==> config.mk <==
export PLATFORM = sky130hd
export DESIGN_NAME = hazard_scoreboard
export DESIGN_NICKNAME = d
export VERILOG_FILES = /design/src/rtl/hazard_scoreboard.sv
export SDC_FILE = /design/constraint.sdc
export NUM_CORES = 1
export LEC_CHECK = 0
export ABC_AREA = 0
export CAP_MARGIN = 25
export CORE_MARGIN = 2
export CORE_UTILIZATION = 50
export CTS_CLUSTER_SIZE = 40
export DETAILED_ROUTE_END_ITERATION = 10
export DONT_BUFFER_PORTS = 1
export PLACE_DENSITY_LB_ADDON = 0.08
export SYNTH_ARGS = -nofsm -noshare
export SYNTH_HDL_FRONTEND = slang
export SYNTH_SLANG_ARGS = --single-unit
==> constraint.sdc <==
create_clock -name clk -period 3.1 [get_ports clk]
set_input_delay 0.62 -clock clk [delete_from_list [all_inputs] [get_ports clk]]
set_output_delay 0.62 -clock clk [all_outputs]
set_load 0.03 [all_outputs]
==> src/rtl/hazard_scoreboard.sv <==
// ID-stage RAW hazard scoreboard that tracks in-flight destinations itself; stall is combinational (zero latency).
// mem_busy freezes the tracker and counter; stalls, flushes and non-writers advance a bubble into EXE.
module hazard_scoreboard #(
  parameter int REG_W      = 4,
  parameter int PIPE_DEPTH = 2,
  parameter int FWD_EN     = 0,
  parameter int CNT_W      = 16
) (
  input  logic             clk,
  input  logic             rst_n,
  input  logic             id_valid,
  input  logic [REG_W-1:0] src1,
  input  logic [REG_W-1:0] src2,
  input  logic             is_imm,
  input  logic             is_str,
  input  logic             id_wb_en,
  input  logic [REG_W-1:0] id_dest,
  input  logic             id_is_load,
  input  logic             mem_busy,
  input  logic             flush,
  output logic             hazard_detected,
  output logic [CNT_W-1:0] stall_count
);

  typedef struct packed {
    logic             v;
    logic [REG_W-1:0] dest;
    logic             ld;
  } trk_entry_t;

  // trk[0] is EXE, trk[PIPE_DEPTH-1] is the oldest unwritten result
  trk_entry_t [PIPE_DEPTH-1:0] trk;
  trk_entry_t                  new_entry;
  logic       [PIPE_DEPTH-1:0] match;
  logic                        src2_used;
  logic                        raw;
  logic                        issue;

  assign src2_used = ~is_imm | is_str;

  always_comb begin
    match = '0;
    for (int k = 0; k < PIPE_DEPTH; k++) begin
      match[k] = trk[k].v & ((src1 == trk[k].dest) | (src2_used & (src2 == trk[k].dest)));
    end
  end

  // With forwarding only a load sitting in EXE cannot be bypassed in time
  generate
    if (FWD_EN != 0) begin : g_fwd
      assign raw = match[0] & trk[0].ld;
    end else begin : g_nofwd
      assign raw = |match;
    end
  endgenerate

  assign hazard_detected = id_valid & ~flush & raw;
  assign issue           = id_valid & id_wb_en & ~hazard_detected & ~flush;

  always_comb begin
    new_entry = '0;
    if (issue) begin
      new_entry.v    = 1'b1;
      new_entry.dest = id_dest;
      new_entry.ld   = id_is_load;
    end
  end

  always_ff @(posedge clk or negedge rst_n) begin
    if (!rst_n) begin
      trk <= '0;
    end else if (!mem_busy) begin
      for (int k = PIPE_DEPTH - 1; k >= 1; k--) begin
        trk[k] <= trk[k-1];
      end
      trk[0] <= new_entry;
    end
  end

  always_ff @(posedge clk or negedge rst_n) begin
    if (!rst_n) begin
      stall_count <= '0;
    end else if (!mem_busy && hazard_detected && (stall_count != {CNT_W{1'b1}})) begin
      stall_count <= stall_count + CNT_W'(1);
    end
  end

endmodule

* Word level (Yosys, flattened, before mapping) *
Cells that the tools add are included.

word-level totals
  register bits after elaboration = 26
  bits in latches = 0
  memory bits (writable) = 0
  memory bits (read-only) = 0
  word-level logic and storage cells = 31
  memories = 0

operators by class
  add/sub/neg operators = 1
  multiply operators = 0
  div/mod/pow operators = 0
  order comparisons = 0
  equal/unequal tests = 5
  shift-type cells = 0
  multiplexer cells = 1
  bitwise operators = 15
  reductions and logical operators = 4

operators with widths
  kind                                                             count
  16-bit by 1-bit adder with 16-bit output, second input constant  1
  4-bit == test                                                    4
  16-bit inequality test, second input constant                    1
  1-bit AND                                                        9
  6-bit two-way mux                                                1
  1-bit inverter                                                   3
  1-bit bitwise OR                                                 3
  1-bit logical AND                                                2
  2-bit OR reduction                                               1
  1-bit logical NOT                                                1

* Longest topological paths before layout *
Gate-level depths: netlist (run 1).

  depth after elaboration = 11
  gate-level depth with buffers = 8
  gate-level depth less buffers = 7

* Least setup slack after synthesis (run 1) *
OpenSTA, ideal clock, no wires.

  path kind = input port to output port
  start point = input port src1[2]
  end point = output port hazard_detected
  arrival = 1.797 ns
  data required time = 2.480 ns
  slack = 0.683 ns
  stages = 7
  path buffers = 1
  cells stage by stage = xor2_1 nor3_2 nand3_2 o21ai_2 a311oi_4 buf_6 nor2_1

on the way
  word-level cells in the longest chain between the ends = 5
  elaborated cells on any way between the ends = 8

ends and longest elaborated chain
  what                    RTL line  source
  start, declared         12        input logic [REG_W-1:0] src1,
  4-bit == test           44        match[k] = trk[k].v & ((src1 == trk[k].dest) | (src2_used & (src2 == trk[k].dest)));
  1-bit bitwise OR        44
  1-bit AND               44
  2-bit OR reduction (*)  53        assign raw = |match;
  1-bit AND (*)           57        assign hazard_detected = id_valid & ~flush & raw;
  end, declared           21        output logic hazard_detected,

Every way passes the cells marked *; elsewhere a longest branch is shown, timed or not.

* Worst setup path after layout (run 1) *
  start point = register trk[9] (netlist name)
  end point = output port hazard_detected

on the way
  word-level cells in the longest chain between the ends = 6
  elaborated cells on any way between the ends = 7

ends and longest elaborated chain
  what                             RTL line  source
  start, declared                  32        trk_entry_t [PIPE_DEPTH-1:0] trk;
  start signal, assigned by index  74        trk[k] <= trk[k-1];
  4-bit == test                    44
  1-bit AND                        44
  1-bit bitwise OR (*)             44
  1-bit AND (*)                    44
  2-bit OR reduction (*)           53
  1-bit AND (*)                    57

Marks and branches as above.

==> results.json, run 1 <==
{
  "outcome": "complete, but fails checks",
  "violated_checks": "design-rule violations",
  "root_buf_cell": "clkbuf_4",
  "die_height_um": 58.8,
  "synthFlopType": "dfrtp_1",
  "dp.final_hpwl_mm": 2.10,
  "worst_flop_to_flop_path_endpoint": "stall_count[1]",
  "post_drt_wl_per_cell_um": 17.3,
  "cts_repair_resize_count": 0,
  "transition_time_at_the_pin_with_the_least_slew_margin_ns": 0.583,
  "wl_mm": 2.81,
  "pin_count_of_the_biggest_net_entering_global_routing": 27,
  "hold_viol_final": 0,
  "max_cap_violations": 0,
  "dp_slack_ns": 0.737,
  "number_of_global_route_vias_before_repair": 1047,
  "path_delay_family": "simple AND/OR/NAND/NOR gates",
  "worstPathCellList": "xor2_1, nor3_2, nand3_2, o21ai_2, a311oi_4, nor2_1",
  "synth_area_per_cell_um2": 11.7,
  "holdCritPathClass": "in -> async",
  "rows": 19,
  "synth.lib_cells_used.distinct": 35,
  "synth-async-reset-ratio": 1.00,
  "stdcell_area_mm2": 0.00158,
  "grt_antenna_before_repair": 0,
  "dieWidth_um": 58.8,
  "drive_gt1_frac": 0.220,
  "vdd.ir_drop.worst_uv": 235,
  "ff_latch_area_um2": 651,
  "area_after_detailed_placement_mm2": 0.00154,
  "number_of_cts_inserted_buffers": 3,
  "synthesis.area_mm2": 0.00150,
  "timing.clock.skew_ns": 0.00682,
  "setup_slack_ns": 0.621,
  "ff2ff_path_depth": 7,
  "crit_type": "reg -> out",
  "post_drt_via_cell_ratio": 6.07,
  "crit_fanout": 3,
  "syn-instance-count": 128,
  "timing.critical_path.from_type": "register",
  "worst_skew_pair.late_latency_ns": 0.31,
  "drt-pass1-iter-count": 7,
  "p_leak_nw": 0.731,
  "remaining_number_of_nets_flagged_by_the_antenna_check_after_routing": 0,
  "syn_nets": 150,
  "synth_enable_flop_cells": 0,
  "final_max_slew_viol_count": 0,
  "start_util": 0.536,
  "timing.rr.start": "stall_count[7]",
  "global_route_wire_length_before_repair_mm": 4.81,
  "cts.sink_count": 26,
  "synthTopCellsByCount": "dfrtp_1 (26), xor2_1 (17), xnor2_1 (10)",
  "crit_path_max_incr_delay_ns": 0.49,
  "setup_total_negative_slack_ns": 0,
  "drt_first_iter_violations": 47,
  "synth_seq_area_share": 0.433,
  "reg2reg_setup_slack_ns": 0.80,
  "power.density_cell_area_mw_per_mm2": 355,
  "ioPinCount": 38,
  "yosysWarningCount": 0,
  "drc_errors": 2,
  "cp.buffers_inverters": 0,
  "globalplace.congestion": 0.821,
  "area_growth_pct": 5.41,
  "area_occupied_by_multi_input_gates_um2": 837,
  "final_min_period_over_clock_period": 0.800,
  "numPortBuffers": 0,
  "yosysTopAreaCellShare": 0.433,
  "cts_htree_levels": 1,
  "globalRoute.totalOverflow": 0,
  "setup_repair_after_global_routing_missed_its_margin": "no",
  "maxClockFrequency_mhz": 403,
  "design.core.area_mm2": 0.00281,
  "num_vias": 990,
  "num-nets-final": 156,
  "largest_area_contributor_in_the_netlist": "dfrtp_1",
  "slew_headroom": 0.610,
  "track_usage": 0.184,
  "setup_viol": 0,
  "cts.clk_slew.worst_paths_ns": 0.13,
  "period_minus_slack_ns": 2.48,
  "cts_buffer_depth": 2,
  "antenna-diode-count": 0,
  "worst-endpoint-arrival_ns": 1.86,
  "yosys_register_bits": 26,
  "yosysMostFrequentCell": "dfrtp_1",
  "cts_tree": "done",
  "kind_of_end_point_of_the_critical_path": "primary output",
  "worstPathRequired_ns": 2.48,
  "critical-path-slowest-cell": "nor2_1",
  "fp.dieArea_mm2": 0.00346,
  "synthTopCellsByArea": "dfrtp_1 (43%), xor2_1 (9.9%), xnor2_1 (5.8%)",
  "layout.filler_cells": 254
}
## cell type report
class                      count  share of cell area
clock buffer                   3              0.0142
sequential                    26               0.411
timing repair buffer           3              0.0221
tap                           31              0.0245
multi-input combinational    100               0.528
## repair_timing
action                     in CTS  in global routing
hold buffers                    1                  0
hold endpoints to repair       26                  0
setup buffers                   0                  0
setup endpoints to repair       0                  0
## metrics by stage
stage,hold WS (ns),total power (W),std cells,utilization
2_1_floorplan,0.324,0.000415,128,-
3_3_place_gp,0.325,0.000421,159,0.550
3_5_place_dp,0.325,0.000422,159,0.550
4_1_cts,0.0859,0.000575,163,0.565
5_1_grt,0.0808,0.000595,163,0.565
6_report,0.0949,0.000562,163,0.565
## worst max-delay path by stage
stage / from / endpoint / depth (start not counted) / slack [ns]
after floorplan: src1[2] / hazard_detected / 7 / 0.68
after global placement: src1[2] / hazard_detected / 6 / 0.76
after detailed placement: src1[2] / hazard_detected / 6 / 0.74
after CTS: trk[9] / hazard_detected / 6 / 0.57
after global routing: trk[3] / hazard_detected / 5 / 0.47
final: trk[9] / hazard_detected / 6 / 0.62
## cells by family after synthesis
logic type,synth area share
multiplexers,0.0749
adder cells (fa/ha/maj),0.00833
AND/OR/NAND/NOR,0.261
AO/OA/AOI/OAI,0.0550
buffers and inverters,0.00999
XOR/XNOR,0.157
flip-flops,0.433
## layer usage
metal  vias to the layer above  track usage  share of wire
li1                        468            -              -
met2                        29        0.297           0.51
met5                         -            0              0
met3                         6       0.0418          0.065
met4                         0       0.0779          0.016
met1                       487        0.238           0.41
## cell usage in the layout, fill, tap and decap left out, drive strengths merged
cell type	Yosys	layout
dfrtp	26	26
xor2	17	17
nand3	11	11
xnor2	10	10
mux2	10	10
nand2	8	8
nor4	7	7
nor3	5	5
nor2	4	4
a22o	4	4
and3	4	4
nand2b	3	3
or3	3	3
clkbuf	1	3
or2	3	3
buf	1	3
o21ai	2	2
nand4	2	2
a311oi	1	1
or2b	1	1
nor3b	1	1
or4	1	1
nor4b	1	1
a21o	1	1
ha	1	1
## power by group
part	total [W]	internal, W	switching, W	leakage, nW
registers	0.000368	0.000348	0.0000198	0.360
clock network	0.000138	0.0000455	0.0000930	0.0138
logic	0.0000555	0.0000275	0.0000280	0.357
total	0.000562	0.000421	0.000141	0.731
## sequential cells by signal, summed over array words and instances, names as in the netlist
| signal | flops |
|---|---|
| trk | 10 |
| stall_count | 16 |
Note: power is estimated with default switching activity, not from simulation.
==> run 2: changes to the inputs <==
Clock period 3.1 ns to 2.2 ns, I/O delays scaled along.
==> results.json, run 2 (same netlist as run 1, synthesis figures left out) <==
{
  "outcome": "complete, but fails checks",
  "violated_checks": "design-rule violations",
  "cts.sink_count": 26,
  "rows": 19,
  "period_minus_slack_ns": 2.15,
  "vdd.ir_drop.worst_uv": 288,
  "crit_fanout": 8,
  "met2_usage": 0.314,
  "setup_repair_after_global_routing_missed_its_margin": "yes",
  "cts_tree": "done",
  "p_switching_w": 0.000207,
  "cp.buffers_inverters": 2,
  "p_leak_nw": 0.861,
  "critical-path-slowest-cell": "or4_4",
  "cts.clk_slew.worst_paths_ns": 0.14,
  "registers.top_by_ff_count": "stall_count",
  "fp.dieArea_mm2": 0.00346,
  "drt-pass1-iter-count": 7,
  "transition_time_at_the_pin_with_the_least_slew_margin_ns": 0.321,
  "start_util": 0.536,
  "drive_gt1_frac": 0.397,
  "met3_usage": 0.0440,
  "holdCritPathClass": "in -> reg",
  "number_of_flip_flops_in_the_largest_register": 16,
  "area_growth_pct": 21.3,
  "cts_htree_levels": 1,
  "comb_power_share": 0.138,
  "crit_path_max_incr_delay_ns": 0.53,
  "switching_share": 0.253,
  "globalRoute.totalOverflow": 0,
  "layout.filler_cells": 243,
  "pin_count_of_the_biggest_net_entering_global_routing": 27,
  "crit_type": "reg -> reg",
  "worstPathRequired_ns": 2.42,
  "num-nets-final": 180,
  "worst-endpoint-arrival_ns": 2.36,
  "p_clk_frac": 0.242,
  "kind_of_end_point_of_the_critical_path": "register",
  "timing.clock.skew_ns": 0.00491,
  "setup_total_negative_slack_ns": 0,
  "seqPwrFrac": 0.619,
  "int_pwr_w": 0.000609,
  "remaining_number_of_nets_flagged_by_the_antenna_check_after_routing": 0,
  "slew_headroom": 0.784,
  "track_usage": 0.194,
  "root_buf_cell": "clkbuf_4",
  "drc_errors": 2,
  "num_vias": 1047,
  "worst_skew_pair.late_latency_ns": 0.31,
  "globalRoute.busiestLayer": "met2",
  "antenna-diode-count": 0,
  "setup_slack_ns": 0.0549,
  "commonest_cells_after_routing_fill_and_taps_aside": "buf_4 (23), dfrtp_1 (23), xor2_1 (14)",
  "final_min_period_over_clock_period": 0.975,
  "cts_buffer_depth": 2,
  "max_cap_violations": 0,
  "dp.final_hpwl_mm": 2.24,
  "ioPinCount": 38,
  "drt_first_iter_violations": 24,
  "wl_mm": 3.01,
  "post_drt_wl_per_cell_um": 16.1,
  "dieWidth_um": 58.8,
  "die_height_um": 58.8,
  "global_route_wire_length_before_repair_mm": 5.12,
  "hold_viol_final": 0,
  "maxClockFrequency_mhz": 466,
  "grt.met1_usage": 0.250,
  "number_of_global_route_vias_before_repair": 1134,
  "worstPathCellList": "xor2_2, nor4_4, a311oi_4, buf_6, buf_4, or4_4, xnor2_1",
  "post_drt_via_cell_ratio": 5.60,
  "design.core.area_mm2": 0.00281,
  "power.density_cell_area_mw_per_mm2": 447,
  "largest_registers": "stall_count (16), trk (10)",
  "grt_antenna_before_repair": 0,
  "dp_slack_ns": 0.120,
  "timing.critical_path.from_type": "register",
  "number_of_cts_inserted_buffers": 3,
  "final_max_slew_viol_count": 0,
  "globalplace.congestion": 0.831,
  "path_delay_family": "simple AND/OR/NAND/NOR gates",
  "setup_viol": 0,
  "numPortBuffers": 0
}
## run 2: cell count changes in the layout (fill, tap and decap cells not counted), moves of 2 or more
cell / before / now
buf_4: 2 / 23
xor2_2: 0 / 3
dfrtp_1: 26 / 23
xor2_1: 17 / 14
dfrtp_2: 0 / 3
buf_6: 0 / 2
## run 2: path summary, 6_finish.rpt
path | startpoint | to | slack [ns] | cells after the start
setup / recovery | trk[2] | stall_count[10] | 0.05 | 7
hold / removal | mem_busy | trk[5] | 0.24 | 1
setup reg to reg | trk[2] | stall_count[10] | 0.05 | 7
hold reg to reg | trk[11] | trk[11] | 0.58 | 1
max in group asynchronous | rst_n | trk[3] | 1.50 | 2
min in group asynchronous | rst_n | stall_count[8] | 0.54 | 2
## run 2: area by class of cell
type | instances | area [um^2] | area share
clock buffer | 3 | 22.5 | 0.0124
multi-input combinational | 100 | 882 | 0.484
timing repair buffer | 27 | 225 | 0.124
tap | 31 | 38.8 | 0.0213
sequential | 26 | 654 | 0.359
## run 2: timing repair
item	CTS	global route
pin swaps	1	7
hold buffers	2	0
gates resized for setup	0	12
cloned	0	0
setup endpoints to repair	1	4
hold endpoints to repair	26	0
buffers inserted	1	3
## run 2: power by group through the flow
stage               Clock [W]  Combinational (W)  Sequential, W
finish               0.000198           0.000113       0.000505
global route         0.000221           0.000124       0.000508
CTS                  0.000206           0.000107       0.000504
detailed placement          0          0.0000899       0.000513
global placement            0          0.0000883       0.000513
floorplan                   0          0.0000599       0.000525
## run 2: through the flow
stage,hold slack (ns),util,instance area [um^2],std cells,total power (W)
after floorplan,0.144,-,1500,128,0.000584
after global placement,0.145,0.600,1680,178,0.000601
after detailed placement,0.145,0.600,1680,178,0.000603
after CTS,0.235,0.622,1740,184,0.000817
after global routing,0.230,0.650,1820,187,0.000853
final,0.242,0.650,1820,187,0.000816
## run 2: routing by layer
layer | wire (um) | share of wire
met1 | 1280 | 0.42
met2 | 1550 | 0.52
met3 | 153 | 0.051
met4 | 25 | 0.0083
met5 | 0 | 0
